$ cat config.mk
export PLATFORM = sky130hd
export DESIGN_NAME = ymux_rr_arb
export DESIGN_NICKNAME = d
export VERILOG_FILES = /design/src/rtl/ymux_pkg.sv /design/src/rtl/ymux_rr_pick.sv /design/src/rtl/ymux_rr_arb.sv
export SDC_FILE = /design/constraint.sdc
export NUM_CORES = 1
export LEC_CHECK = 0
export CORE_MARGIN = 2
export CORE_UTILIZATION = 36
export CTS_BUF_LIST = sky130_fd_sc_hd__clkbuf_4
export CTS_CLUSTER_SIZE = 24
export DETAILED_ROUTE_END_ITERATION = 6
export PLACE_DENSITY_LB_ADDON = 0.05
export SLEW_MARGIN = 5
export SYNTH_ARGS = -nofsm -noshare
export SYNTH_HDL_FRONTEND = slang
export SYNTH_SLANG_ARGS = --single-unit
$ cat constraint.sdc
create_clock -name clk -period 2.3 [get_ports clk]
set_clock_uncertainty 0.1 [all_clocks]
set_input_delay 0.345 -clock clk [delete_from_list [all_inputs] [get_ports clk]]
set_output_delay 0.345 -clock clk [all_outputs]
set_load 0.01 [all_outputs]
$ cat src/rtl/ymux_pkg.sv
// Shared constants and width helpers for the round-robin multiplexer.
// The YMUX_RR_STATS_EN build adds a transfer counter of width CNT_W.
package ymux_pkg;

  localparam int unsigned CNT_W = 16;

  // Ceiling log2; returns 0 for n <= 1.
  function automatic int unsigned clog2(input int unsigned n);
    int unsigned r;
    r = 0;
    for (int unsigned v = (n > 0) ? n - 1 : 0; v > 0; v = v >> 1) begin
      r++;
    end
    return r;
  endfunction

  // Grant index width: never narrower than one bit, even for a single channel.
  function automatic int unsigned sel_width(input int unsigned n);
    return (n > 1) ? clog2(n) : 1;
  endfunction

endpackage

$ cat src/rtl/ymux_rr_pick.sv
// Combinational round-robin picker: first requester at or after ptr, wrapping.
module ymux_rr_pick import ymux_pkg::*; #(
  parameter int unsigned N = 4,
  localparam int unsigned SELW = sel_width(N)
) (
  input  logic [N-1:0]    req,
  input  logic [SELW-1:0] ptr,
  output logic [SELW-1:0] grant,
  output logic            any
);

  always_comb begin
    grant = '0;
    any   = 1'b0;
    // Upper pass covers ptr..N-1, lower pass wraps to 0..ptr-1.
    for (int unsigned i = 0; i < N; i++) begin
      if (!any && req[i] && (i >= 32'(ptr))) begin
        any   = 1'b1;
        grant = SELW'(i);
      end
    end
    for (int unsigned i = 0; i < N; i++) begin
      if (!any && req[i] && (i < 32'(ptr))) begin
        any   = 1'b1;
        grant = SELW'(i);
      end
    end
  end

endmodule

$ cat src/rtl/ymux_rr_arb.sv
// N-channel valid/ready multiplexer with round-robin select and one registered output stage.
// Defining YMUX_RR_STATS_EN adds the xfer_count output (transfers out, wrapping).
module ymux_rr_arb import ymux_pkg::*; #(
  parameter int unsigned W = 32,
  parameter int unsigned N = 4,
  localparam int unsigned SELW = sel_width(N)
) (
  input  logic               clk,
  input  logic               reset,
  input  logic [N-1:0]       in_valid,
  input  logic [N*W-1:0]     in_data,
  output logic [N-1:0]       in_ready,
  output logic               out_valid,
  output logic [W-1:0]       out_data,
  output logic [SELW-1:0]    out_sel,
  input  logic               out_ready
`ifdef YMUX_RR_STATS_EN
  ,
  output logic [CNT_W-1:0]   xfer_count
`endif
);

  logic [SELW-1:0] ptr_q, ptr_d;
  logic [SELW-1:0] grant, ptr_adv;
  logic            any;
  logic            can_load, xfer_in, xfer_out;
  logic [W-1:0]    grant_data;

  logic            out_valid_q, out_valid_d;
  logic [W-1:0]    out_data_q, out_data_d;
  logic [SELW-1:0] out_sel_q, out_sel_d;

  ymux_rr_pick #(
    .N (N)
  ) u_pick (
    .req   (in_valid),
    .ptr   (ptr_q),
    .grant (grant),
    .any   (any)
  );

  assign can_load = !out_valid_q || out_ready;
  assign xfer_in  = can_load && any && !reset;
  assign xfer_out = out_valid_q && out_ready && !reset;

  always_comb begin
    in_ready   = '0;
    grant_data = '0;
    for (int unsigned k = 0; k < N; k++) begin
      if (grant == SELW'(k)) begin
        in_ready[k] = xfer_in;
        grant_data  = in_data[k*W +: W];
      end
    end
  end

  // Pointer moves just past the winner so it becomes lowest priority next time.
  always_comb begin
    ptr_adv = '0;
    if (N > 1 && grant != SELW'(N - 1)) begin
      ptr_adv = grant + SELW'(1);
    end
  end

  always_comb begin
    out_valid_d = out_valid_q;
    out_data_d  = out_data_q;
    out_sel_d   = out_sel_q;
    ptr_d       = ptr_q;
    if (xfer_in) begin
      out_valid_d = 1'b1;
      out_data_d  = grant_data;
      out_sel_d   = grant;
      ptr_d       = ptr_adv;
    end else if (xfer_out) begin
      out_valid_d = 1'b0;
    end
  end

  always_ff @(posedge clk) begin
    if (reset) begin
      out_valid_q <= 1'b0;
      out_data_q  <= '0;
      out_sel_q   <= '0;
      ptr_q       <= '0;
    end else begin
      out_valid_q <= out_valid_d;
      out_data_q  <= out_data_d;
      out_sel_q   <= out_sel_d;
      ptr_q       <= ptr_d;
    end
  end

  assign out_valid = out_valid_q;
  assign out_data  = out_data_q;
  assign out_sel   = out_sel_q;

`ifdef YMUX_RR_STATS_EN
  logic [CNT_W-1:0] cnt_q;

  always_ff @(posedge clk) begin
    if (reset) begin
      cnt_q <= '0;
    end else if (xfer_out) begin
      cnt_q <= cnt_q + CNT_W'(1);
    end
  end

  assign xfer_count = cnt_q;
`endif

  ready_onehot: assert property (@(posedge clk) disable iff (reset) $onehot0(in_ready));

endmodule

## Word level (Yosys, flattened, before mapping)

Cells that the tools add are included.

| word-level totals | value |
|---|---|
| flip-flop bits (word level) | 37 |
| input port bits | 135 |
| output and inout bits | 39 |
| word-level logic and storage cells | 66 |

| operators by class | value |
|---|---|
| add/sub/neg operators | 1 |
| magnitude comparators | 6 |
| eq/ne operators | 4 |
| multiplexer cells | 24 |
| reduce and logical (&&, ||, !) cells | 27 |

Operators with widths:

| operator | count |
|---|---|
| 2-to-1 mux 32 bit | 4 |
| logical AND 1 bit | 16 |
| 2-to-1 mux 1 bit | 14 |
| 2-to-1 mux 2 bit | 6 |
| logical NOT 1 bit | 8 |
| == test 2 bit, second input constant | 2 |
| >= comparator 1 x 2 -> 1 bit, first input constant | 2 |
| less-than comparator 1 x 2 -> 1 bit, first input constant | 2 |
| adder 2 x 1 -> 2 bit, second input constant | 1 |
| == test 2 x 1 -> 1 bit, second input constant | 1 |
| >= comparator 2 bit, first input constant | 1 |
| logical NOT 2 bit | 1 |
| less-than comparator 2 bit, first input constant | 1 |
| inequality test 2 bit, second input constant | 1 |
| nonzero test 2 bit | 1 |
| logical OR 1 bit | 1 |

## Longest topological paths before layout

Gate-level depths: netlist of the first run.

| logic depth | value |
|---|---|
| word-level depth | 31 |
| gate-level depth with buffers | 11 |
| mapped depth without buffers | 9 |

## Cells and area by module

From an unflattened synthesis of the first run, not the netlist that was laid out.

| second synthesis, totals | value |
|---|---|
| cells, all modules | 267 |
| area total of the unflattened synthesis | 2468.6 um^2 |

Modules (own cells, without submodules):

| module | instances | cells an instance | area an instance (um^2) | sequential area each (um^2) |
|---|---|---|---|---|
| ymux_rr_arb | 1 | 255 | 2388.5 | 740.7 |
| ymux_rr_pick | 1 | 12 | 80.1 | 0.0 |

## Worst setup path after synthesis of the first run

No wires, ideal clock.

| path | value |
|---|---|
| kind | input -> output |
| from | in in_valid[2] |
| to | out in_ready[3] |
| arrival time | 1727 ps |
| required time | 1855 ps |
| slack | 128 ps |
| stages on the path | 8 |
| buffers on the path | 2 |
| path through | inv_1 > o22ai_1 > o21ai_0 > and2_1 > ha_1 > buf_2 > clkbuf_1 > and2_1 |

| on the way | value |
|---|---|
| elaborated cells between the ends (all ways) | 27 |
| classes of those cells | eq/ne (1); mux (11); reduce/logical (15) |

RTL lines:

| item | line | source |
|---|---|---|
| start, declared | ymux_rr_arb.sv:10 | `input logic [N-1:0] in_valid,` |
| logical AND 1 bit (2 in series) | ymux_rr_pick.sv:17 | `if (!any && req[i] && (i >= 32'(ptr))) begin` |
| 2-to-1 mux 1 bit | ymux_rr_pick.sv:17 |  |
| logical NOT 1 bit | ymux_rr_pick.sv:17 |  |
| logical AND 1 bit | ymux_rr_pick.sv:17 |  |
| 2-to-1 mux 1 bit | ymux_rr_pick.sv:17 |  |
| logical NOT 1 bit | ymux_rr_pick.sv:23 | `if (!any && req[i] && (i < 32'(ptr))) begin` |
| logical AND 1 bit (2 in series) | ymux_rr_pick.sv:23 |  |
| 2-to-1 mux 1 bit | ymux_rr_pick.sv:23 |  |
| logical NOT 1 bit | ymux_rr_pick.sv:23 |  |
| logical AND 1 bit (2 in series) | ymux_rr_pick.sv:23 |  |
| 2-to-1 mux 1 bit | ymux_rr_pick.sv:23 |  |
| logical NOT 1 bit | ymux_rr_pick.sv:23 |  |
| logical AND 1 bit (2 in series) | ymux_rr_pick.sv:23 |  |
| 2-to-1 mux 2 bit * | ymux_rr_pick.sv:23 |  |
| via grant[0] | ymux_rr_arb.sv:24 | `logic [SELW-1:0] grant, ptr_adv;` |
| == test 2 bit * | ymux_rr_arb.sv:50 | `if (grant == SELW'(k)) begin` |
| 2-to-1 mux 1 bit * | ymux_rr_arb.sv:50 |  |
| end, declared | ymux_rr_arb.sv:12 | `output logic [N-1:0] in_ready,` |

Mark *: on every way through the listed nets, which the timed path passes. The rest lies on a longest branch.

## Worst setup path in the final report of the first run

| path | value |
|---|---|
| from | reg ptr_q[1] |
| to | out in_ready[1] |

| on the way | value |
|---|---|
| longest elaborated chain between the ends | 29 |
| elaborated cells between the ends (all ways) | 41 |
| classes of those cells | order compare (6); eq/ne (1); mux (14); reduce/logical (20) |

Ends and longest elaborated chain:

| item | line | source |
|---|---|---|
| start, declared | ymux_rr_arb.sv:23 | `logic [SELW-1:0] ptr_q, ptr_d;` |
| start signal, assigned | ymux_rr_arb.sv:90 | `ptr_q <= ptr_d;` |
| >= comparator 1 x 2 -> 1 bit | ymux_rr_pick.sv:17 |  |
| logical AND 1 bit | ymux_rr_pick.sv:17 |  |
| 2-to-1 mux 1 bit | ymux_rr_pick.sv:17 |  |
| logical NOT 1 bit | ymux_rr_pick.sv:17 |  |
| logical AND 1 bit (2 in series) | ymux_rr_pick.sv:17 |  |
| 2-to-1 mux 1 bit | ymux_rr_pick.sv:17 |  |
| logical NOT 1 bit | ymux_rr_pick.sv:17 |  |
| logical AND 1 bit (2 in series) | ymux_rr_pick.sv:17 |  |
| [8 not listed] | - |  |
| logical NOT 1 bit | ymux_rr_pick.sv:23 |  |
| logical AND 1 bit (2 in series) | ymux_rr_pick.sv:23 |  |
| 2-to-1 mux 1 bit | ymux_rr_pick.sv:23 |  |
| logical NOT 1 bit | ymux_rr_pick.sv:23 |  |
| logical AND 1 bit (2 in series) | ymux_rr_pick.sv:23 |  |
| 2-to-1 mux 1 bit | ymux_rr_pick.sv:23 |  |
| logical AND 1 bit (2 in series) | ymux_rr_arb.sv:43 | `assign xfer_in = can_load && any && !reset;` |
| 2-to-1 mux 1 bit * | ymux_rr_arb.sv:50 |  |

Every way passes the cells marked *; elsewhere a longest branch is shown, timed or not.

==> impl_results.md, run 1 <==
- Pwr Density: 588 nW/um2
- Final critical-path share of the clock period: 0.975
- Design area: around 4600 um2
- Post-synthesis instance total: 301
- Bufs and invs on worst path: 2
- Sinks on Clock Net: 37
- RR Endpoint: out_data[10]
- Grt total ovfl: 0
- Leak: between 1.5 and 2 nW
- Multi-input logic area: 1490 um2
- Max Fclk: 446 MHz
- RD Place Congestion: 0.768
- Root Buffer: clkbuf_4
- Critical path depth: 7
- Initial Utilization: 0.366
- Crit-path leading delay family: compound AO/OA/AOI/OAI gates
- P_sw: 0.930 mW
- Placed Area: 4350 um2
- Yosys reg bits: 37
- Post-synth cell types: 32
- DRC: 0
- Mapped Area: 2450 um2
- Synthesis warning total: 0
- Worst skew pair latency: 0.33 ns
- Share of the synthesized area in the top cell type: 0.303
- Reg-to-Reg Start: ptr_q[1]
- Vias per inst: 5.33
- FF-to-FF setup slack: ~0.080 ns
- Area grow syn2layout: 89.1%
- Core Area: roughly 6700 um2
- Max VDD drop: 0.000335 V
- Num rows: 30
- Sequential share of the synthesized area: 0.303
- Worst-Margin Slew: 0.319 ns
- Critical-path cell list: a21o_1 > a21oi_2 > o22ai_2 > buf_4 > ha_4 > and2_1 > clkdlybuf4s15_2
- Drt first-iter violations: 68
- Sw Ratio: 0.342
- Number of port buffers: 173
- First-pass GRT wire length: 13.3 mm
- Critical path's largest stage delay: 0.36 ns
- WL per Instance: 16.0 um
- Reg2Reg Depth: 11
- Vias: a little under 3000
- Commonest non-fill, non-tap cell in the layout: clkdlybuf4s50_1
- Commonest cells after routing, fill and taps aside: clkdlybuf4s50_1, a21oi_1, inv_1, nand2_1, dfxtp_1
- Final worst path period need: 2.24 ns
- Final core utilization: 0.692
- CP endpoint: in_ready[1]
- Share of cells above drive strength 1: 0.165
- Die Y: just under 90 um
- H-tree levels: 2
- Top cells by area, synth: dfxtp_1, a211o_1, a221oi_1
- Gr usage total: 0.220
- Hold wc startpoint: out_sel[1]
- Initial antenna violation count: 0
- Final setup vio count: 0
- Die ar.: ~7500 um2
- Worst Hold Class: reg -> reg
- # fillers: 590
- Combinational power share: 0.568
- Critical path arrival: 1.80 ns
- Synth Net Count: 440
- Worst setup SP type: register
- Number of CTS-inserted buffers: 5
- Vias in the first global route: 2760
- Clk pin slew, worst setup/hold paths: 0.11 ns
- Die W: 86.4 um
- Critical path's slowest cell: dfxtp_4
- Crit. End Element: primary output
- Final wirelength: 8.94 mm
- Avg Synthesized Cell Area: 8.13 um2
- CTS tree: done
- Final hold violations: 0
- Reg area: roughly 750 um2
- Layout Nets: about 620
- I/O pins: 174
- CP required: 1.86 ns
- Area leader, netlist: dfxtp_1
- Outcome: complete, no violations
- Total power: 2.72 mW
- Final Slew Violations: 0
- Pre-antenna DRT Iters: 4
- Ant. Diodes: 0
- Setup CP Type: reg -> out
- CP max FO: 4
- Pin count of the biggest net entering global routing: 43
- CP Launch Point: ptr_q[1]
- HPWL after DPL: 6.17 mm
- Max-cap violations: 0
- Reg power frac: 0.300
- Internal power: 1.79 mW
- Slew headroom: 0.788
- Final antenna-violating net count: 0
- Clock share of power: 0.131
- CTS Buffer Depth: 2
-- cells in the mapped netlist (all sizes together) --
cell / instances
a311oi: 1
mux2i: 1
a221oi: 31
nor2b: 3
or2: 1
a21o: 1
a31o: 1
ha: 4
nor3: 1
o221ai: 1
nor4: 1
o22ai: 2
dfxtp: 37
a31oi: 31
clkbuf: 16
nor2: 2
inv: 36
o21ai: 2
buf: 16
nand2: 36
a211o: 31
and2: 5
a21oi: 37
nor3b: 1
o211ai: 1
a22oi: 1
clkinv: 1
-- area by class of cell --
class,instances,area share
multi-input cells,195,0.323
clock inverters,2,0.00216
repair buffers,203,0.452
clock buffers,6,0.00974
well taps,80,0.0216
flip-flops and latches,37,0.161
inverters,37,0.0300
-- routing by layer --
layer,track usage,part of all wire,vias to the layer above
met2,0.373,0.49,114
met3,0.0676,0.079,13
met4,0.0511,0.014,0
li1,-,-,1479
met5,0,0,-
met1,0.275,0.42,1379
-- power by group through the flow --
stage          clock network, mW  registers (mW)  logic (mW)
3_3_place_gp                   0           0.824        1.36
5_1_grt                    0.393           0.830        1.66
3_5_place_dp                   0           0.830        1.37
4_1_cts                    0.370           0.817        1.40
6_report                   0.356           0.817        1.55
2_1_floorplan                  0           0.878       0.677
-- state kept, by name (all words and copies together), names as in the netlist --
name / cells
out_data: 32
out_sel: 2
out_valid: 1
ptr_q: 2
-- repair_timing --
action                                  in CTS  in global routing
endpoints found under the hold margin        0                  0
setup buffers                                1                  2
cloned                                       0                  3
resized for setup                           26                 19
pin swaps                                    4                  8
hold buffers                                 0                  0
endpoints found under the setup margin      35                 35
-- worst min path at each step --
stage                            end  slack [ns]  depth (start not counted)
after floorplan             ptr_q[0]        0.32                          1
after global placement    out_sel[1]        0.36                          2
after detailed placement  out_sel[1]        0.37                          2
after CTS                 out_sel[1]        0.39                          2
after global routing      out_sel[1]        0.40                          2
final                     out_sel[1]        0.38                          2
-- cell families after synthesis --
| kind of cell | share of synthesized area |
|---|---|
| adders and majority gates | 0.0205 |
| muxes | 0.00409 |
| AOI/OAI and AO/OA | 0.429 |
| DFF | 0.303 |
| and+or+nand+nor | 0.100 |
| buffers and inverters | 0.143 |
-- through the flow --
step / cells / TNS [ns] / worst slack, ns / hold WS, ns
after floorplan: 301 / 0 / 0.128 / 0.317
after global placement: 546 / -14.28 / -0.429 / 0.364
after detailed placement: 546 / -16.91 / -0.524 / 0.368
after CTS: 555 / 0 / 0.00352 / 0.388
after global routing: 560 / -0.0454 / -0.0174 / 0.405
final: 560 / 0 / 0.0581 / 0.384
-- tightest hold or removal path, delay by kind of cell, from the launching register on --
kind / cells / cell delay, ns
flops: 1 / 0.34
mux: 1 / 0.05
simple gates: 1 / 0.06
Note: power is estimated with default switching activity, not from simulation.
==> run 2: changes to the inputs <==
--- a/config.mk
+++ b/config.mk
@@ -11,6 +11,8 @@
 export CTS_CLUSTER_SIZE = 24
 export DETAILED_ROUTE_END_ITERATION = 6
 export PLACE_DENSITY_LB_ADDON = 0.05
+export REMOVE_ABC_BUFFERS = 1
+export SKIP_CTS_REPAIR_TIMING = 1
 export SLEW_MARGIN = 5
 export SYNTH_ARGS = -nofsm -noshare
 export SYNTH_HDL_FRONTEND = slang
==> run 2 against run 1 <==
Worst hold slack worse by 0.017 ns. Non-clock buffer count is 5 lower. First-iteration DRC count is 38% higher. Critical path type is now reg -> reg. Core utilization is 1.8 points lower. Maximum frequency is 0.27% higher. Global-route usage is 0.86 points lower. Routed wire length is 4.8% lower. Combinational power is 7% lower. Sequential share of layout area is 0.49 points higher.
==> impl_results.md, run 2 (same netlist as run 1, synthesis figures left out) <==
- Worst Hold Class: reg -> reg
- RD Place Congestion: 0.767
- Sinks on Clock Net: 37
- Vias: 2948
- Max-cap violations: 0
- CTS Buffer Depth: 2
- CP Launch Point: ptr_q[1]
- Num rows: 30
- CTS tree: done
- WL per Instance: 15.4 um
- Crit. End Element: register
- Final antenna-violating net count: 0
- Initial Utilization: 0.366
- Pre-antenna DRT Iters: 4
- Final Hold Slack: 0.367 ns
- Setup CP Type: reg -> reg
- Pin count of the biggest net entering global routing: 42
- Die ar.: 7470 um2
- Commonest cells after routing, fill and taps aside: clkdlybuf4s50_1, inv_1, a21oi_1, nand2_1, dfxtp_1
- Leak: 1.90 nW
- Gr usage total: 0.212
- Clk pin slew, worst setup/hold paths: about 0.1 ns
- First-pass GRT wire length: 12.8 mm
- Commonest non-fill, non-tap cell in the layout: clkdlybuf4s50_1
- Share of cells above drive strength 1: 0.124
- Hold wc startpoint: out_sel[1]
- Drt first-iter violations: 94
- Slew headroom: 0.732
- HPWL after DPL: 6.16 mm
- Bufs and invs on worst path: 1
- Pwr Density: 574 nW/um2
- Critical path's slowest cell: dfxtp_4
- Worst skew pair latency: 0.32 ns
- Final wirelength: approximately 8.5 mm
- Reg-to-Reg Start: ptr_q[1]
- Max Fclk: 447 MHz
- Area grow syn2layout: 84.1%
- CP max FO: 7
- Die Y: 86.4 um
- CP required: 2.46 ns
- Die W: 86.4 um
- Final Slew Violations: 0
- Final worst path period need: between 2 and 2.5 ns
- Layout Cells excl Fill: 554
- Final setup vio count: 0
- Vias per inst: 5.32
- Crit-path leading delay family: compound AO/OA/AOI/OAI gates
- Initial antenna violation count: 0
- Number of CTS-inserted buffers: 5
- Root Buffer: clkbuf_4
- Ant. Diodes: 0
- Number of port buffers: 173
- Final hold violations: 0
- Core Area: 6680 um2
- Outcome: complete, no violations
- I/O pins: between 150 and 200
- H-tree levels: 2
- Grt total ovfl: 0
- Final critical-path share of the clock period: 0.972
- Critical-path cell list: a21o_1 > a21oi_2 > o22ai_4 > ha_4 > nor2b_4 > clkbuf_16 > a221oi_1 > a211o_1 > a31oi_2
- Critical path's largest stage delay: 0.39 ns
- Cells after DPL: ~540
- Worst setup SP type: register
- Max VDD drop: 0.000331 V
- Final setup TNS: 0 ns
- Layout Nets: slightly above 600
- Worst-Margin Slew: 0.401 ns
- DRC: 0
- Critical path arrival: between 2 and 2.5 ns
- Vias in the first global route: 2776
- Max reg flops: 32
==> run 2: changes by cell type in the layout (fill, tap and decap cells not counted), moves of 3 or more <==
cell / delta
a221oi_1: +10
a221oi_2: -10
buf_12: -5
dlymetal6s2s_1: +5
buf_4: -3
==> run 2: per-stage QoR <==
step / power (mW) / worst slack [ns] / utilization / area [um2]
after CTS: 2.50 / -0.546 / 0.647 / 4320
final: 2.59 / 0.0641 / 0.674 / 4500
after floorplan: 1.48 / -1.25 / - / 2230
after global routing: 2.76 / -0.0169 / 0.674 / 4500
after detailed placement: 2.16 / -0.586 / 0.640 / 4270
after global placement: 2.14 / -0.524 / 0.640 / 4270
==> run 2: power breakdown <==
| part | switching, mW | internal (mW) | total, mW |
|---|---|---|---|
| sequential | 0.0635 | 0.757 | 0.821 |
| clock | 0.204 | 0.123 | 0.327 |
| combinational | 0.601 | 0.838 | 1.44 |
| total | 0.869 | 1.72 | 2.59 |
==> run 2: layer usage <==
| metal | vias to the layer above | wire length, um | global-route usage | share of wire |
|---|---|---|---|---|
| met3 | 4 | 638 | 0.0619 | 0.075 |
| met4 | 0 | 56 | 0.0426 | 0.0066 |
| met1 | 1367 | 3530 | 0.256 | 0.41 |
| met5 | - | 0 | 0 | 0 |
| met2 | 104 | 4290 | 0.373 | 0.50 |
| li1 | 1473 | - | - | - |
==> run 2: layout make-up <==
class,count,area [um2]
repair buffers,198,2030
flip-flops and latches,37,748
clock buffers,6,45.0
well taps,80,100
multi-input cells,195,1440
inverters,37,139
fillers,581,2180
clock inverters,1,3.75
==> run 2: final timing paths <==
kind,cells past startpoint,slack (ns),end
max reg2reg,9,0.06,out_data[14]
min,2,0.37,out_sel[1]
max,9,0.06,out_data[14]
min reg2reg,2,0.37,out_sel[1]
==> run 2: worst min-delay path: cells and delay by family, from the launching register on <==
kind | cells | cell delay [ns]
muxes | 1 | 0.05
and+or+nand+nor | 1 | 0.05
DFF | 1 | 0.33
